File: src/rtl/comp_ctrl_if.sv
// comp_ctrl_if: bundles the frame control, pixel input stream, compute-block
// handshake, result output stream and status signals of comp_ctrl.
//   master : the controller side (comp_ctrl)
//   slave  : the surrounding environment (input buffer, compute block, writer)
// Parameter CNT_W sets the width of num_pixels.
interface comp_ctrl_if #(
    parameter int CNT_W = 16
);
    // frame control
    logic             frame_start;
    logic [CNT_W-1:0] num_pixels;
    logic [1:0]       mode_in;
    // pixel input stream
    logic             pix_valid;
    logic             pix_ready;
    logic [7:0]       pix_r;
    logic [7:0]       pix_g;
    logic [7:0]       pix_b;
    // computational block
    logic [7:0]       comp_r;
    logic [7:0]       comp_g;
    logic [7:0]       comp_b;
    logic [1:0]       comp_mode;
    logic             start_comp;
    logic             comp_done;
    logic [7:0]       res_r;
    logic [7:0]       res_g;
    logic [7:0]       res_b;
    // result output stream
    logic             out_valid;
    logic             out_ready;
    logic [7:0]       out_r;
    logic [7:0]       out_g;
    logic [7:0]       out_b;
    // status
    logic             busy;
    logic             frame_done;
    logic             timeout_err;

    modport master (
        input  frame_start, num_pixels, mode_in,
        input  pix_valid, pix_r, pix_g, pix_b,
        output pix_ready,
        output comp_r, comp_g, comp_b, comp_mode, start_comp,
        input  comp_done, res_r, res_g, res_b,
        output out_valid, out_r, out_g, out_b,
        input  out_ready,
        output busy, frame_done, timeout_err
    );

    modport slave (
        output frame_start, num_pixels, mode_in,
        output pix_valid, pix_r, pix_g, pix_b,
        input  pix_ready,
        input  comp_r, comp_g, comp_b, comp_mode, start_comp,
        output comp_done, res_r, res_g, res_b,
        input  out_valid, out_r, out_g, out_b,
        output out_ready,
        input  busy, frame_done, timeout_err
    );
endinterface

File: src/rtl/comp_ctrl.sv
// comp_ctrl: frame sequencer for the computational block. Accepts a frame of
// RGB pixels on a valid/ready stream, launches one computation per pixel with
// a one-cycle start_comp pulse, waits for the rising edge of comp_done (with a
// watchdog), and presents the result on a valid/ready output stream. Mode 00
// bypasses the compute block and forwards the pixel directly.
//
// Ports:
//   clk    - system clock, rising edge
//   n_rst  - synchronous active-low reset
//   bus    - comp_ctrl_if.master (frame control, pixel in, compute handshake,
//            result out, busy/frame_done/timeout_err status)
// Optional (macro COMP_CTRL_STATS_EN):
//   pix_count - pixels emitted in the current frame
//   to_count  - watchdog expiries since reset, saturating at 16'hFFFF
//
// State table:
//   S_IDLE   | waiting for frame_start
//   S_FETCH  | pix_ready high, waiting for an input pixel
//   S_LAUNCH | start_comp high for one cycle, watchdog loaded
//   S_WAIT   | waiting for comp_done rising edge or watchdog expiry
//   S_EMIT   | out_valid high, result held until out_ready
//   S_DONE   | frame_done high for one cycle
module comp_ctrl #(
    parameter int TIMEOUT_CYCLES = 16,
    parameter int CNT_W          = 16
) (
    input  logic            clk,
    input  logic            n_rst,
    comp_ctrl_if.master     bus
`ifdef COMP_CTRL_STATS_EN
    ,
    output logic [CNT_W-1:0] pix_count,
    output logic [15:0]      to_count
`endif
);

    typedef enum logic [2:0] {
        S_IDLE,
        S_FETCH,
        S_LAUNCH,
        S_WAIT,
        S_EMIT,
        S_DONE
    } state_t;

    // Watchdog runs as a down-counter: loaded with TIMEOUT_CYCLES-1 in LAUNCH,
    // so WAIT lasts at most TIMEOUT_CYCLES cycles before expiry at zero.
    localparam logic [15:0] WAIT_LOAD = 16'(TIMEOUT_CYCLES - 1);

    state_t           state;
    logic [CNT_W-1:0] remaining;
    logic [15:0]      wait_cnt;
    logic             done_q;
    logic             done_edge;
    logic             timeout_fire;
    logic             emit_hs;

    assign done_edge    = bus.comp_done & ~done_q;
    assign timeout_fire = (state == S_WAIT) && !done_edge && (wait_cnt == 16'd0);
    assign emit_hs      = (state == S_EMIT) && bus.out_ready;

    assign bus.pix_ready  = (state == S_FETCH);
    assign bus.start_comp = (state == S_LAUNCH);
    assign bus.out_valid  = (state == S_EMIT);
    assign bus.frame_done = (state == S_DONE);
    assign bus.busy       = (state != S_IDLE);

    always_ff @(posedge clk) begin
        if (!n_rst) begin
            state           <= S_IDLE;
            remaining       <= '0;
            wait_cnt        <= '0;
            done_q          <= 1'b0;
            bus.comp_r      <= '0;
            bus.comp_g      <= '0;
            bus.comp_b      <= '0;
            bus.comp_mode   <= '0;
            bus.out_r       <= '0;
            bus.out_g       <= '0;
            bus.out_b       <= '0;
            bus.timeout_err <= 1'b0;
        end else begin
            // Tracked in every state so a level stuck high never looks like an edge.
            done_q <= bus.comp_done;

            case (state)
                S_IDLE: begin
                    if (bus.frame_start) begin
                        remaining       <= bus.num_pixels;
                        bus.comp_mode   <= bus.mode_in;
                        bus.timeout_err <= 1'b0;
                        state           <= (bus.num_pixels == '0) ? S_DONE : S_FETCH;
                    end
                end

                S_FETCH: begin
                    if (bus.pix_valid) begin
                        bus.comp_r <= bus.pix_r;
                        bus.comp_g <= bus.pix_g;
                        bus.comp_b <= bus.pix_b;
                        if (bus.comp_mode == 2'b00) begin
                            bus.out_r <= bus.pix_r;
                            bus.out_g <= bus.pix_g;
                            bus.out_b <= bus.pix_b;
                            state     <= S_EMIT;
                        end else begin
                            state     <= S_LAUNCH;
                        end
                    end
                end

                S_LAUNCH: begin
                    wait_cnt <= WAIT_LOAD;
                    state    <= S_WAIT;
                end

                S_WAIT: begin
                    if (done_edge) begin
                        bus.out_r <= bus.res_r;
                        bus.out_g <= bus.res_g;
                        bus.out_b <= bus.res_b;
                        state     <= S_EMIT;
                    end else if (timeout_fire) begin
                        // Fall back to the untouched input pixel still held on comp_*.
                        bus.timeout_err <= 1'b1;
                        bus.out_r       <= bus.comp_r;
                        bus.out_g       <= bus.comp_g;
                        bus.out_b       <= bus.comp_b;
                        state           <= S_EMIT;
                    end else begin
                        wait_cnt <= wait_cnt - 16'd1;
                    end
                end

                S_EMIT: begin
                    if (bus.out_ready) begin
                        if (remaining != '0) begin
                            remaining <= remaining - CNT_W'(1);
                        end
                        state <= (remaining <= CNT_W'(1)) ? S_DONE : S_FETCH;
                    end
                end

                S_DONE: begin
                    state <= S_IDLE;
                end

                default: begin
                    state <= S_IDLE;
                end
            endcase
        end
    end

`ifdef COMP_CTRL_STATS_EN
    always_ff @(posedge clk) begin
        if (!n_rst) begin
            pix_count <= '0;
            to_count  <= '0;
        end else begin
            if ((state == S_IDLE) && bus.frame_start) begin
                pix_count <= '0;
            end else if (emit_hs) begin
                pix_count <= pix_count + CNT_W'(1);
            end
            if (timeout_fire && (to_count != 16'hFFFF)) begin
                to_count <= to_count + 16'd1;
            end
        end
    end
`else
    // Handshake decode only feeds the statistics counters.
    logic unused_emit_hs;
    assign unused_emit_hs = emit_hs;
`endif

endmodule

File: src/flat_wrapper.sv
// flat-port wrapper written by rule: the top's interface ports become plain ports
module comp_ctrl_flat 
#(
    parameter int TIMEOUT_CYCLES = 16,
    parameter int CNT_W          = 16
)
  (clk, n_rst, bus_frame_start, bus_num_pixels, bus_mode_in, bus_pix_valid, bus_pix_r, bus_pix_g, bus_pix_b, bus_pix_ready, bus_comp_r, bus_comp_g, bus_comp_b, bus_comp_mode, bus_start_comp, bus_comp_done, bus_res_r, bus_res_g, bus_res_b, bus_out_valid, bus_out_r, bus_out_g, bus_out_b, bus_out_ready, bus_busy, bus_frame_done, bus_timeout_err);
  comp_ctrl_if #(.CNT_W(CNT_W)) bus_i ();
  input  logic clk;
  input  logic n_rst;
  input wire logic [$bits(bus_i.frame_start)-1:0] bus_frame_start;
  input wire logic [$bits(bus_i.num_pixels)-1:0] bus_num_pixels;
  input wire logic [$bits(bus_i.mode_in)-1:0] bus_mode_in;
  input wire logic [$bits(bus_i.pix_valid)-1:0] bus_pix_valid;
  input wire logic [$bits(bus_i.pix_r)-1:0] bus_pix_r;
  input wire logic [$bits(bus_i.pix_g)-1:0] bus_pix_g;
  input wire logic [$bits(bus_i.pix_b)-1:0] bus_pix_b;
  output wire logic [$bits(bus_i.pix_ready)-1:0] bus_pix_ready;
  output wire logic [$bits(bus_i.comp_r)-1:0] bus_comp_r;
  output wire logic [$bits(bus_i.comp_g)-1:0] bus_comp_g;
  output wire logic [$bits(bus_i.comp_b)-1:0] bus_comp_b;
  output wire logic [$bits(bus_i.comp_mode)-1:0] bus_comp_mode;
  output wire logic [$bits(bus_i.start_comp)-1:0] bus_start_comp;
  input wire logic [$bits(bus_i.comp_done)-1:0] bus_comp_done;
  input wire logic [$bits(bus_i.res_r)-1:0] bus_res_r;
  input wire logic [$bits(bus_i.res_g)-1:0] bus_res_g;
  input wire logic [$bits(bus_i.res_b)-1:0] bus_res_b;
  output wire logic [$bits(bus_i.out_valid)-1:0] bus_out_valid;
  output wire logic [$bits(bus_i.out_r)-1:0] bus_out_r;
  output wire logic [$bits(bus_i.out_g)-1:0] bus_out_g;
  output wire logic [$bits(bus_i.out_b)-1:0] bus_out_b;
  input wire logic [$bits(bus_i.out_ready)-1:0] bus_out_ready;
  output wire logic [$bits(bus_i.busy)-1:0] bus_busy;
  output wire logic [$bits(bus_i.frame_done)-1:0] bus_frame_done;
  output wire logic [$bits(bus_i.timeout_err)-1:0] bus_timeout_err;
  assign bus_i.frame_start = bus_frame_start;
  assign bus_i.num_pixels = bus_num_pixels;
  assign bus_i.mode_in = bus_mode_in;
  assign bus_i.pix_valid = bus_pix_valid;
  assign bus_i.pix_r = bus_pix_r;
  assign bus_i.pix_g = bus_pix_g;
  assign bus_i.pix_b = bus_pix_b;
  assign bus_pix_ready = bus_i.pix_ready;
  assign bus_comp_r = bus_i.comp_r;
  assign bus_comp_g = bus_i.comp_g;
  assign bus_comp_b = bus_i.comp_b;
  assign bus_comp_mode = bus_i.comp_mode;
  assign bus_start_comp = bus_i.start_comp;
  assign bus_i.comp_done = bus_comp_done;
  assign bus_i.res_r = bus_res_r;
  assign bus_i.res_g = bus_res_g;
  assign bus_i.res_b = bus_res_b;
  assign bus_out_valid = bus_i.out_valid;
  assign bus_out_r = bus_i.out_r;
  assign bus_out_g = bus_i.out_g;
  assign bus_out_b = bus_i.out_b;
  assign bus_i.out_ready = bus_out_ready;
  assign bus_busy = bus_i.busy;
  assign bus_frame_done = bus_i.frame_done;
  assign bus_timeout_err = bus_i.timeout_err;
  comp_ctrl #(.TIMEOUT_CYCLES(TIMEOUT_CYCLES), .CNT_W(CNT_W)) u_core (.clk(clk), .n_rst(n_rst), .bus(bus_i));
endmodule
File: config.mk
export PLATFORM = sky130hd
export DESIGN_NAME = comp_ctrl_flat
export DESIGN_NICKNAME = d
export VERILOG_FILES = /design/src/rtl/comp_ctrl_if.sv /design/src/rtl/comp_ctrl.sv /design/src/flat_wrapper.sv
export SDC_FILE = /design/constraint.sdc
export NUM_CORES = 1
export LEC_CHECK = 0
export BUFFER_PORTS_ARGS = -buffer_cell sky130_fd_sc_hd__buf_2
export CORE_MARGIN = 8
export CORE_UTILIZATION = 48
export DETAILED_ROUTE_END_ITERATION = 7
export MAX_ROUTING_LAYER = met4
export PLACE_DENSITY = 0.77
export SYNTH_ARGS = -nofsm -noshare
export SYNTH_HDL_FRONTEND = slang
export SYNTH_SLANG_ARGS = --single-unit
File: constraint.sdc
create_clock -name clk -period 2 [get_ports clk]
set_clock_uncertainty 0.1 [all_clocks]
set_input_delay 0.2 -clock clk [delete_from_list [all_inputs] [get_ports clk]]
set_output_delay 0.2 -clock clk [all_outputs]
set_load 0.02 [all_outputs]
After elaboration in Yosys (flattened, before gate mapping)
Index checks and enable logic that the tools add are counted.

operators by class
  mux-type cells = 35
  magnitude comparators = 1
  reduce and logical (&&, ||, !) cells = 20
  bitwise operators = 2
  equal/unequal tests = 14
  $add $sub $neg = 2

operators by type and width
  kind                     number
  $mux W8                  12
  $mux W16                 5
  $pmux W16 S2             2
  $pmux W8 S2              3
  $logic_not A16 Y1        2
  $sub A16 B1 Y16 const B  2
  $mux W3                  8
  $le A16 B1 Y1 const B    1
  $reduce_and A4 Y1        4
  $reduce_bool A16 Y1      1
  $pmux W3 S5              1
  $ne A2 B1 Y1 const B     4
  $ne A2 B2 Y1 const B     4
  $reduce_bool A2 Y1       4
  $eq A3 B2 Y1 const B     2
  $eq A3 B3 Y1 const B     2
  $reduce_and A2 Y1        2
  $eq A3 B1 Y1 const B     1
  $logic_not A3 Y1         1
  $mux W1                  3
  $ne A3 B1 Y1 const B     1
  $reduce_and A3 Y1        1
  $reduce_bool A3 Y1       1
  $logic_and A1 B1 Y1      2
  5 further kinds          5

storage, ports and cells
  output and inout bits = 56
  register bits after elaboration = 87
  logic and storage cells = 86
  input bits = 72

Longest topological paths before layout
  depth in word-level cells = 8
  mapped depth = 9
  depth with buffers taken out = 7

Worst setup path after synthesis
No wires, ideal clock.

  kind = register to register
  start = reg u_core.wait_cnt[0]
  end = reg u_core.bus.out_b[0]
  slack = -155 ps
  setup time = 122 ps
  buffers on the path = 1
  required time = 1778 ps
  period minus slack after synthesis = 2155 ps
  cell stages (with the launch flop) = 9
  data arrival time = 1932 ps
  cells stage by stage = dfxtp_1 -> inv_1 -> ha_1 -> or3b_2 -> nor3_2 -> a21oi_1 -> nor3_2 -> buf_2 -> o21ai_0

between the ends
  cells in the longest elaborated chain, start to end = 4

RTL lines
  item                         RTL line            source
  start: declaration           comp_ctrl.sv:52     logic [15:0] wait_cnt;
  start signal: assignment     comp_ctrl.sv:131    wait_cnt <= wait_cnt - 16'd1;
  $logic_not A16 Y1            comp_ctrl.sv:59     assign timeout_fire = (state == S_WAIT) && !done_edge && (wait_cnt == 16'd0);
  $logic_and A1 B1 Y1          comp_ctrl.sv:59
  $ne A3 B1 Y1 (no line)       n/a
  $reduce_and A4 Y1 (no line)  n/a
  end signal: assignment       comp_ctrl.sv:104    bus.out_b <= bus.pix_b;
  end signal: assignment       comp_ctrl.sv:121    bus.out_b <= bus.res_b;
  end signal: assignment       comp_ctrl.sv:128    bus.out_b <= bus.comp_b;
  end: declaration             comp_ctrl_if.sv:46  output out_valid, out_r, out_g, out_b,

No other way between the ends.
A chain may end at the register's enable or synchronous reset.

Final worst setup path
  start = reg u_core.wait_cnt[6]
  end = reg u_core.wait_cnt[10]

between the ends
  cells in the longest elaborated chain, start to end = 4
  elaborated cells between the ends (all ways) = 8
  those cells by class = add/sub: 1; eq/ne: 1; mux: 3; reduce/logical: 3

RTL lines
  item                                                  RTL line
  $sub A16 B1 Y16 or $logic_not A16 Y1 (tied branches)  comp_ctrl.sv:131, comp_ctrl.sv:59
  $mux W16 or $logic_and A1 B1 Y1 (tied branches)       comp_ctrl.sv:123, comp_ctrl.sv:59
  $mux W16 or $ne A2 B2 Y1 (tied branches)              n/a
  $pmux W16 S2 or $reduce_and A3 Y1 (tied branches)     n/a

Several ways; a longest one is shown, not always the timed one. The select of a mux whose other input is x is not followed.

==> run metrics <==
# rows=35; FF-to-FF End=u_core.wait_cnt[10]$_SDFFE_PN0P_; Synth Area in Compound Gates=22.7%; hpwl dp=~11 mm; maximum capacitance violations=0; WHS Path Cells=3; H-tree levels=3; count of input and output buffers=between 100 and 150; yosys warns=0; vias in the first global route=approximately 5500; P_leak=2.92 nW; XOR/XNOR share of the synthesized area=0%; Placer Congestion=about 0.95; Worst Hold Class=input pin to register; nets=roughly 890; DRT antenna net count=0; Gate Count Post-Synth=612; Final setup viols=40; flop-to-flop setup slack=-240 ps; Seq/Total Area, Yosys=between 30% and 40%; starting DRC count in detailed routing=around 590; area delta synth->final=45.6%; chip height=between 100 and 150 um; slew of the pin with the lowest slew margin=a little over 400 ps; CTS Buf Count=9; min Tclk post-route=2240 ps; CP Data Arrival Time=approximately 2400 ps; FF-to-FF Start=u_core.wait_cnt[6]$_SDFFE_PN0P_; critical path class=register to register; I/O Pins=approximately 130; outcome=finished with violations; routed wire length=roughly 17 mm; number of synthesized flops with an enable pin=0; # fillers=approximately 730; FFs w/ async S/R, synth=0%; Hold Path Sink=u_core.remaining[14]$_SDFFE_PN0P_; first-pass GRT wire length=roughly 26 mm; share of layout cells above drive strength 1=a little over a third; PD cells=675 nW/um2; Synth cell types=slightly above 50; clk slew on worst S/H paths=~100 ps; initial antenna violation count=1; worst-path fanout max=6; Final period util=112%; highest clock rate=0.447 GHz; Fin. Hold Viols=0; final setup margin=-239 ps; largest family of logic cells by synthesized area=simple AND/OR/NAND/NOR gates; initial core utilization=a little under 50%; Simple-Gate Fraction of Synth Area=a little over a quarter; Reg2Reg Depth=5; setup TNS=-4610 ps; post-synthesis adder-cell area fraction=1.36%; largest net degree at the start of global routing=between 40 and 50; routed wire length per instance=about 18 um; Worst Path Required=~2200 ps; core area=between 9000 and 10000 um2; Syn Nets=just under 700; pre-CTS setup slack=-155 ps; maximum clock path buffer count=2; Mapped Area=~4600 um2; slew margin rel.=around 73%; Via density=roughly 5.9; Peak VDD IR=about 0.34 mV; syn_area_per_cell=roughly 7.5 um2; Hold Crit Start=bus_num_pixels[14]; DRC Markers=0; failing checks=setup timing; Cells after DPL=roughly 890; Top FF cell, synth=dfxtp_1; most frequent cells in the layout=nand2_1 (135), buf_2 (126), dfxtp_1 (83), buf_4 (66), a21oi_1 (59); Clock Latency Late Sink=about 380 ps; RSZ-0062 raised after global routing=yes; final slew viol count=0; mux share of post-synthesis cell area=slightly below 6%; drt pass-1 iters=5; most common cell after layout, fill and taps aside=nand2_1; number of synthesized register bits=just under 90; total track usage=between 20% and 30%; Worst setup SP type=register; die width=114 um; Finished Layout Cells=roughly 950; CTS tree=yes; Root Buffer=clkbuf_8; CTS Sinks=between 80 and 90; GRT overflow=0; die area=between 10000 and 15000 um2; Setup crit end kind=register; via count=about 5600
cell type report:
cell class,instances,area (um2),area share (%)
multi-input combinational,470,2870,42.9
sequential,87,1750,26.1
timing repair buffer,236,1670,24.9
tap,129,161,2.41
clock buffer,9,124,1.85
clock inverter,7,76.3,1.14
inverter,10,37.5,0.561
antenna,1,2.50,0.0374
worst max path at each step:
stage	from	to	slack, ps	depth (start not counted)
after floorplan	u_core.wait_cnt[6]$_SDFFE_PN0P_	u_core.wait_cnt[10]$_SDFFE_PN0P_	-90	5
after global placement	u_core.wait_cnt[6]$_SDFFE_PN0P_	u_core.wait_cnt[10]$_SDFFE_PN0P_	-120	5
after detailed placement	u_core.wait_cnt[6]$_SDFFE_PN0P_	u_core.wait_cnt[10]$_SDFFE_PN0P_	-160	5
after CTS	u_core.wait_cnt[6]$_SDFFE_PN0P_	u_core.wait_cnt[10]$_SDFFE_PN0P_	-170	5
after global routing	u_core.wait_cnt[6]$_SDFFE_PN0P_	u_core.wait_cnt[12]$_SDFFE_PN0P_	-320	5
final	u_core.wait_cnt[6]$_SDFFE_PN0P_	u_core.wait_cnt[10]$_SDFFE_PN0P_	-240	5
metal layers:
metal | GRT usage [%] | wire [um] | share of wire, % | up-vias
met1 | 30.0 | 6830 | 39 | 2609
li1 | - | - | - | 2613
met3 | 5.07 | 1400 | 8.1 | 52
met2 | 41.9 | 8580 | 50 | 287
met5 | - | 0 | 0 | -
met4 | 11.6 | 501 | 2.9 | 0
worst max-delay path: stages, from the launching register on:
cell,delay [ps]
dfxtp_2,330
or4_4,580
or4_4,520
o311ai_4,350
or2_2,170
a21oi_1,60
state kept, by name, summed over array words and instances, names as in the netlist:
register,flops
u_core.remaining,16
u_core.wait_cnt,16
u_core.bus.comp_b,8
u_core.bus.comp_g,8
u_core.bus.comp_r,8
u_core.bus.out_b,8
u_core.bus.out_g,8
u_core.bus.out_r,8
u_core.state,3
u_core.bus.comp_mode,2
u_core.bus.timeout_err,1
u_core.done_q,1
timing repair:
item	4_1_cts	5_1_grt
setup buffers	8	6
setup endpoints to repair	34	74
pin swaps	23	21
hold endpoints to repair	27	0
resized for setup	42	59
cloned	4	2
hold buffers	27	0
synthesized netlist by cell type, drive strengths merged (7+ instances only):
| cell type | n | area share, % |
|---|---|---|
| inv | 10 | 0.82 |
| or3 | 14 | 1.9 |
| nor3 | 12 | 1.5 |
| dfxtp | 87 | 38 |
| nor4 | 11 | 1.6 |
| or4 | 8 | 1.6 |
| nor2 | 24 | 2.0 |
| a21oi | 63 | 6.9 |
| nand3 | 7 | 0.76 |
| buf | 14 | 1.4 |
| o21ai | 71 | 7.7 |
| mux2i | 27 | 5.9 |
| nand2 | 136 | 11 |
| clkbuf | 31 | 2.5 |
| nand4 | 29 | 3.9 |
power breakdown:
group | total [mW] | leakage, nW | switching (mW) | internal, mW
sequential | 1.93 | 0.710 | 0.0989 | 1.84
clock | 1.26 | 0.102 | 0.768 | 0.495
combinational | 1.32 | 2.11 | 0.733 | 0.584
total | 4.51 | 2.92 | 1.60 | 2.91
per-stage QoR:
stage               power, mW  area [um2]  hold slack (ps)  utilization, %
finish                   4.51        6690             38.2            72.1
CTS                      4.41        6450             27.0            69.5
detailed placement       3.05        5740              325            61.8
floorplan                2.59        4610              222               -
global route             4.72        6690             33.6            72.1
global placement         3.02        5740              319            61.8
cells by family after synthesis:
kind of cell	after synthesis
AOI/OAI and AO/OA	177
adders and majority gates	5
buffers and inverters	55
DFF	87
muxes	27
and+or+nand+nor	261
Power figures use the tool's default switching activity.
